--- src/rtl/ret_addr_stack_if.sv ---
// Bus between the retire stage and the return-address stack.
// Optional error flags exist only when RET_ADDR_STACK_ERR_EN is defined.
interface ret_addr_stack_if #(
    parameter int DEPTH = 8,
    parameter int AW    = 16
);
    localparam int PTR_W = $clog2(DEPTH);

    logic           instr_vld;
    logic           stall;
    logic [15:0]    instr;
    logic [AW-1:0]  pc;
    logic [AW-1:0]  ret_addr;
    logic           empty;
    logic           full;
    logic [PTR_W:0] count;
`ifdef RET_ADDR_STACK_ERR_EN
    logic           ovf;
    logic           unf;
    logic           err_clr;
`endif

    // Retire stage side: presents retiring instructions, consumes ret_addr.
    modport master (
        output instr_vld, stall, instr, pc,
`ifdef RET_ADDR_STACK_ERR_EN
        output err_clr,
        input  ovf, unf,
`endif
        input  ret_addr, empty, full, count
    );

    // Stack side.
    modport slave (
        input  instr_vld, stall, instr, pc,
`ifdef RET_ADDR_STACK_ERR_EN
        input  err_clr,
        output ovf, unf,
`endif
        output ret_addr, empty, full, count
    );
endinterface

--- src/rtl/ret_addr_stack.sv ---
// Hardware return-address stack: CALL pushes pc+1, RET pops; top of stack
// is presented combinationally on ret_addr for the writeback mux.
// Optional sticky overflow/underflow flags: define RET_ADDR_STACK_ERR_EN.
// Opcode values come from opcode.h when it is included first; otherwise the
// local defaults below are used.
`ifndef CALL
`define CALL 4'hC
`endif
`ifndef RET
`define RET 4'hD
`endif

module ret_addr_stack #(
    parameter int DEPTH = 8,
    parameter int AW    = 16
) (
    input logic              clk,
    input logic              rst_n,
    ret_addr_stack_if.slave  bus
);
    localparam int             PTR_W   = $clog2(DEPTH);
    localparam logic [PTR_W:0] CNT_MAX = (PTR_W+1)'(DEPTH);

    logic [AW-1:0]    mem_q [DEPTH];
    logic [PTR_W-1:0] sp_q, sp_d, top_idx;
    logic [PTR_W:0]   count_q, count_d;
    logic [3:0]       op;
    logic             act, push, pop, is_empty, is_full;

    assign op       = bus.instr[15:12];
    assign act      = bus.instr_vld & ~bus.stall;
    assign push     = act & (op == `CALL);
    assign pop      = act & (op == `RET);
    assign is_empty = (count_q == '0);
    assign is_full  = (count_q == CNT_MAX);
    assign top_idx  = sp_q - PTR_W'(1);

    // Next pointer/count; a full push wraps and overwrites the oldest entry.
    always_comb begin
        sp_d    = sp_q;
        count_d = count_q;
        if (push) begin
            sp_d = sp_q + PTR_W'(1);
            if (!is_full) count_d = count_q + (PTR_W+1)'(1);
        end else if (pop && !is_empty) begin
            sp_d    = top_idx;
            count_d = count_q - (PTR_W+1)'(1);
        end
    end

    // Pointer and occupancy registers.
    always_ff @(posedge clk or negedge rst_n) begin
        if (!rst_n) begin
            sp_q    <= '0;
            count_q <= '0;
        end else begin
            sp_q    <= sp_d;
            count_q <= count_d;
        end
    end

    // Entry storage; link address wraps naturally at AW bits.
    always_ff @(posedge clk or negedge rst_n) begin
        if (!rst_n) begin
            for (int i = 0; i < DEPTH; i++) mem_q[i] <= '0;
        end else if (push) begin
            mem_q[sp_q] <= bus.pc + AW'(1);
        end
    end

    assign bus.ret_addr = is_empty ? '0 : mem_q[top_idx];
    assign bus.empty    = is_empty;
    assign bus.full     = is_full;
    assign bus.count    = count_q;

`ifdef RET_ADDR_STACK_ERR_EN
    logic ovf_q, unf_q;

    // Sticky error flags; a set in the same cycle as err_clr wins.
    always_ff @(posedge clk or negedge rst_n) begin
        if (!rst_n) begin
            ovf_q <= 1'b0;
            unf_q <= 1'b0;
        end else begin
            if (push && is_full)        ovf_q <= 1'b1;
            else if (bus.err_clr)       ovf_q <= 1'b0;
            if (pop && is_empty)        unf_q <= 1'b1;
            else if (bus.err_clr)       unf_q <= 1'b0;
        end
    end

    assign bus.ovf = ovf_q;
    assign bus.unf = unf_q;
`endif
endmodule

--- src/flat_wrapper.sv ---
// flat-port wrapper written by rule: the top's interface ports become plain ports
module ret_addr_stack_flat 
#(
    parameter int DEPTH = 8,
    parameter int AW    = 16
)
  (clk, rst_n, bus_instr_vld, bus_stall, bus_instr, bus_pc, bus_ret_addr, bus_empty, bus_full, bus_count);
  ret_addr_stack_if #(.DEPTH(DEPTH), .AW(AW)) bus_i ();
  input logic clk;
  input logic rst_n;
  input wire logic [$bits(bus_i.instr_vld)-1:0] bus_instr_vld;
  input wire logic [$bits(bus_i.stall)-1:0] bus_stall;
  input wire logic [$bits(bus_i.instr)-1:0] bus_instr;
  input wire logic [$bits(bus_i.pc)-1:0] bus_pc;
  output wire logic [$bits(bus_i.ret_addr)-1:0] bus_ret_addr;
  output wire logic [$bits(bus_i.empty)-1:0] bus_empty;
  output wire logic [$bits(bus_i.full)-1:0] bus_full;
  output wire logic [$bits(bus_i.count)-1:0] bus_count;
  assign bus_i.instr_vld = bus_instr_vld;
  assign bus_i.stall = bus_stall;
  assign bus_i.instr = bus_instr;
  assign bus_i.pc = bus_pc;
  assign bus_ret_addr = bus_i.ret_addr;
  assign bus_empty = bus_i.empty;
  assign bus_full = bus_i.full;
  assign bus_count = bus_i.count;
  ret_addr_stack #(.DEPTH(DEPTH), .AW(AW)) u_core (.clk(clk), .rst_n(rst_n), .bus(bus_i));
endmodule
--- config.mk ---
export PLATFORM = sky130hd
export DESIGN_NAME = ret_addr_stack_flat
export DESIGN_NICKNAME = d
export VERILOG_FILES = /design/src/rtl/ret_addr_stack_if.sv /design/src/rtl/ret_addr_stack.sv /design/src/flat_wrapper.sv
export SDC_FILE = /design/constraint.sdc
export NUM_CORES = 1
export LEC_CHECK = 0
export BUFFER_PORTS_ARGS = -buffer_cell sky130_fd_sc_hd__clkbuf_2
export CORE_UTILIZATION = 50
export CTS_CLUSTER_DIAMETER = 200
export DETAILED_ROUTE_END_ITERATION = 10
export PLACE_DENSITY = 0.77
export SLEW_MARGIN = 10
export SYNTH_ARGS = -nofsm -noshare
export SYNTH_HDL_FRONTEND = slang
export SYNTH_SLANG_ARGS = --single-unit
--- constraint.sdc ---
create_clock -name clk -period 5 [get_ports clk]
set_clock_uncertainty 0.1 [all_clocks]
set_input_delay 0 -clock clk [delete_from_list [all_inputs] [get_ports clk]]
set_output_delay 0 -clock clk [all_outputs]
set_load 0.01 [all_outputs]
After elaboration in Yosys (flattened, before gate mapping)
Cells that the tools add are included.
- div/mod/pow operators: 0
- multiply operators: 0
- multiplexer cells: 12
- magnitude comparators: 3
- bitwise gates (word level): 6
- shift-type cells: 0
- reductions and logical operators: 6
- equal/unequal tests: 4
- $add $sub $neg: 5
- operators with widths (operator ; count):
    128-bit bitwise mux ; 1
    16-bit 2-to-1 mux ; 4
    16-bit binary-select mux with 3-bit select ; 1
    16-bit demux with 3-bit select ; 1
    16-bit by 1-bit adder with 16-bit output, second input constant ; 1
    4-bit == test, second input constant ; 3
    4-bit 2-to-1 mux ; 3
    4-bit greater-or-equal comparator, second input constant ; 2
    3-bit inverter with 4-bit output ; 2
    3-bit 2-to-1 mux ; 2
    4-bit by 1-bit adder with 4-bit output, second input constant ; 1
    4-bit logical NOT ; 1
    4-bit by 1-bit < comparator with 1-bit output, second input constant ; 1
    4-bit by 1-bit subtractor with 4-bit output, second input constant ; 1
    3-bit by 1-bit adder with 3-bit output, second input constant ; 1
    1-bit bitwise AND ; 3
    3-bit by 1-bit subtractor with 3-bit output, second input constant ; 1
    1-bit logical AND ; 2
    2-bit inequality test, second input constant ; 1
    2-bit AND reduction ; 1
    2-bit nonzero test ; 1
    1-bit logical NOT ; 1
    1-bit inverter ; 1
- memories: 0
- word-level logic and storage cells: 46
- bits of input ports: 36
- register bits: 135
- RAM bits: 0
- latch bits: 0
- bits in read-only memories: 0

Longest topological paths before layout
- depth in word-level cells: 6
- mapped depth: 8
- depth with buffers taken out: 7

Worst setup path before layout
OpenSTA, ideal clock, no wires.
- path type: reg2out
- from: register u_core.sp_q[0]
- to: output port bus_ret_addr[3]
- arrival time: 1.918 ns
- cell stages (with the launch flop): 9
- path slack: 2.982 ns
- data required time: 4.900 ns
- buffers on the path: 3
- cell sequence: dfrtp_1 -> buf_2 -> inv_1 -> ha_1 -> buf_2 -> clkbuf_1 -> mux4_2 -> nand2_1 -> a21oi_1
- word-level cells in the longest chain between the ends: 6
- ends and longest elaborated chain (what ; line ; text):
    from (decl) ; ret_addr_stack.sv:25 ; logic [PTR_W-1:0] sp_q, sp_d, top_idx;
    from (signal assigned) ; ret_addr_stack.sv:57 ; sp_q <= sp_d;
    3-bit by 1-bit subtractor with 3-bit output ; ret_addr_stack.sv:36 ; assign top_idx = sp_q - PTR_W'(1);
    3-bit inverter with 4-bit output (not written as such) ; ret_addr_stack.sv:71 ; assign bus.ret_addr = is_empty ? '0 : mem_q[top_idx];
    16-bit binary-select mux with 3-bit select ; ret_addr_stack.sv:71 ;
    16-bit 2-to-1 mux (not written as such) (2 in series) ; ret_addr_stack.sv:71 ;
    16-bit 2-to-1 mux ; ret_addr_stack.sv:71 ;
    to (decl) ; flat_wrapper.sv:15 ; output wire logic [$bits(bus_i.ret_addr)-1:0] bus_ret_addr;
Every way passes these cells. The select of a mux whose other input is x is not followed.

Final worst setup path
- from: register u_core.sp_q[1]
- to: output port bus_ret_addr[6]
Same word-level chain as after synthesis.

==> flow_metrics.env <==
export IMPL_wl_per_cell_um=18.83
export IMPL_swShare_pct=32.39
export IMPL_syn_num_nets=636
export IMPL_syn_cell_area_um2=6331
export IMPL_dieWidth_um=114.5
export IMPL_final_max_slew_violation_count=0
export IMPL_period_minus_slack_ns=3.085
export IMPL_grt_max_degree=69
export IMPL_crit_fanout=9
export IMPL_rr_endpoint="u_core.mem_q[79]"
export IMPL_slew_limit_headroom_pct=24.30
export IMPL_gr_total_overflow=0
export IMPL_tritoncts_num_buffers=17
export IMPL_status="completed"
export IMPL_grt_pass1_vias=4877
export IMPL_synth_cell_types=36
export IMPL_rsz0062_at_grt="false"
export IMPL_gp_congestion=0.7892
export IMPL_vias=4838
export IMPL_dpl_hpwl_mm=9.356
export IMPL_yosysWarnings=0
export IMPL_fmax_ghz=0.3242
export IMPL_syn_inst=595
export IMPL_cts_max_level=4
export IMPL_final_area_um2=7453
export IMPL_die_area_um2=13120
export IMPL_start_util_pct=52.06
export IMPL_cap_violations=0
export IMPL_initialDrtViolationCount=478
export IMPL_cts_tree="built"
export IMPL_p_clk_share_pct=34.0
export IMPL_hold_viol_final=0
export IMPL_antenna_found_initial=0
export IMPL_rr_startpoint="u_core.sp_q[0]"
export IMPL_start_kind="flop"
export IMPL_drc=0
export IMPL_vdd_drop_max_mv=0.3275
export IMPL_routed_wl_mm=15.52
export IMPL_core_area_um2=12160
export IMPL_holdPathEnd="u_core.mem_q[19]"
export IMPL_r2r_cells=6
export IMPL_required_ns=4.90
export IMPL_placementRows=40
export IMPL_p_int_mw=2.657
export IMPL_clkTransAtPathRegs_ns=0.06
export IMPL_drt_pass1_iter_count=5
export IMPL_ant_nets=0
export IMPL_dpl_cell_area_um2=6693
export IMPL_period_share_pct=61.69
export IMPL_die_y_um=114.5
export IMPL_port_buffers=45
export IMPL_crit_slowest_cell="xnor2_1"
export IMPL_p_seq_share_pct=36.3
export IMPL_worst_slew_pin_slew_ns=1.127
export IMPL_ys_ff_latch=135
export IMPL_final_nets=684
export IMPL_setup_viol=0
export IMPL_startpoint="u_core.sp_q[1]"
export IMPL_crit_buf_inv=3
export IMPL_cp_cell_sequence="inv_1 -> ha_2 -> xnor2_1 -> buf_4 -> nand2_1 -> a21oi_1 -> clkbuf_2"
export IMPL_syn_to_final_growth_pct=17.73
export IMPL_p_switching_mw=1.273
export IMPL_netlist_area_leader_share_pct=53.36
export IMPL_hold_depth=3
export IMPL_synth_yosys_seq_area_share_pct=53.36
export IMPL_rrSetupSlack_ns=2.36
export IMPL_post_cts_resized=0
export IMPL_viasPerCell=5.871
export IMPL_combinationalPowerShare_pct=29.7
export IMPL_syn_area_per_cell_um2=10.64
export IMPL_synth_top_cell_by_area="dfrtp_1"
export IMPL_root_buffer="clkbuf_16"
export IMPL_p_leak_nw=3.343
export IMPL_arrival_ns=2.98
export IMPL_synthTopCellsByArea="dfrtp_1, mux4_2, nand2_1"
export IMPL_min_from="bus_pc[3]"
export IMPL_tns_ns=0
export IMPL_track_usage_pct=25.94
export IMPL_power_density_nw_per_um2=527.3
export IMPL_grt_pass1_wl_mm=25.14
export IMPL_cts_sinks=135
export IMPL_slowest_delay_ns=0.88
export IMPL_drive_gt1_share_pct=21.80
export IMPL_worstSetupEndpointType="output pin"
export IMPL_path_delay_family="XOR/XNOR gates"
export IMPL_io_pins=58
export IMPL_insertion_delay_ns=0.41
export IMPL_cts_path_max_buffers=2
export IMPL_diodes=0
export IMPL_path_class="reg -> out"
export IMPL_hold_class="in -> reg"
[cell families after synthesis]
logic type	share of synthesized area, %
buffers and inverters	3.676
and+or+nand+nor	13.72
xor gates and xnor gates	3.162
muxes	13.64
DFF	53.36
adders and majority gates	0.9881
AOI/OAI and AO/OA	11.46
[synthesized netlist by cell type, drive strengths merged]
cell    count
buf        26
and3b       1
nand3       9
nand4       6
and2        1
a21oi      62
a311o       1
ha          5
mux2i       3
nor3b       2
mux2       10
nand2     114
nor4b       3
xor2       10
xnor2      12
a211oi      1
nor3        4
and4        1
nand3b      1
dfrtp     135
o21a        1
nor2       52
inv         9
and3        2
mux4       32
nor4        1
clkbuf     14
o21ai      77
[worst register-to-register path, cell delays in order (launching register included)]
cell and delay [ns]:
dfrtp_2 0.36, buf_4 0.58, nand2_1 0.28, nor3_4 0.70
buf_4 0.35, nor2_1 0.07, a21oi_1 0.12
[power by group through the flow]
stage                     Clock [mW]  Sequential, mW  Combinational [mW]
after floorplan                    0            1.39               0.826
after global placement             0            1.42                1.12
after detailed placement           0            1.44                1.16
after CTS                       1.35            1.42                1.17
after global routing            1.39            1.45                1.26
final                           1.34            1.43                1.17
[per-stage QoR]
step           setup WS (ns)  power [mW]  util, %  cells  hold WS [ns]
5_1_grt                1.879       4.102    61.29    824       0.05229
6_report               1.915       3.930    61.29    824       0.02612
4_1_cts                1.955       3.945    61.29    824      0.007941
3_5_place_dp           2.383       2.597    55.03    780       0.06704
3_3_place_gp           2.411       2.541    55.03    780       0.03791
2_1_floorplan          2.982       2.213        -    595       -0.3956
[worst max-delay path by stage]
| stage | end | slack [ns] | cells after the start |
|---|---|---|---|
| 2_1_floorplan | bus_ret_addr[3] | 2.98 | 8 |
| 3_3_place_gp | u_core.mem_q[78] | 2.41 | 6 |
| 3_5_place_dp | u_core.mem_q[79] | 2.38 | 6 |
| 4_1_cts | bus_ret_addr[6] | 1.95 | 7 |
| 5_1_grt | bus_ret_addr[9] | 1.88 | 6 |
| 6_report | bus_ret_addr[6] | 1.92 | 7 |
[flip-flops by register name, summed over array words and instances (netlist names)]
name              count
u_core.mem_q        128
u_core.bus.count      4
u_core.sp_q           3
[per-layer routing]
| metal | GRT usage, % | routed length (um) | vias to the layer above |
|---|---|---|---|
| li1 | - | - | 2175 |
| met1 | 35.28 | 6740 | 2410 |
| met2 | 40.97 | 7406 | 237 |
| met3 | 7.041 | 1230 | 16 |
| met4 | 7.879 | 143 | 0 |
| met5 | 0 | 0 | - |
[final cells by class]
type                            instances  area, um2
Fill cell                             965       4708
Sequential cell                       135       3379
Multi-Input combinational cell        411       2751
Clock buffer                           21      470.5
Timing Repair Buffer                   69      437.9
Tap cell                              168      210.2
Clock inverter                         11      170.2
Inverter                                9      33.78
[timing repair]
action | in CTS | in global routing
hold endpoints to repair | 122 | 0
hold buffers | 12 | 0
buffers inserted | 0 | 0
[placed cells by master (no fill, tap or decap), types with 2 or more instances in the layout]
cell type and instances:
dfrtp_1 134, nand2_1 113, a21oi_1 62, nor2_1 52, clkbuf_2 44, o21ai_1 40
o21ai_0 37, mux4_2 32, clkbuf_16 17, buf_4 13, xnor2_1 12, dlygate4sd3_1 12
inv_1 9, nand3_1 9, xor2_1 8, mux2_2 8, nand4_1 6, ha_1 4
bufinv_16 4, nor4b_2 3, mux2i_1 3, clkinvlp_4 3, clkbuf_8 3, xor2_2 2
nor3_4 2, and3_1 2, mux2_1 2, clkinv_2 2
Power figures use the tool's default switching activity.
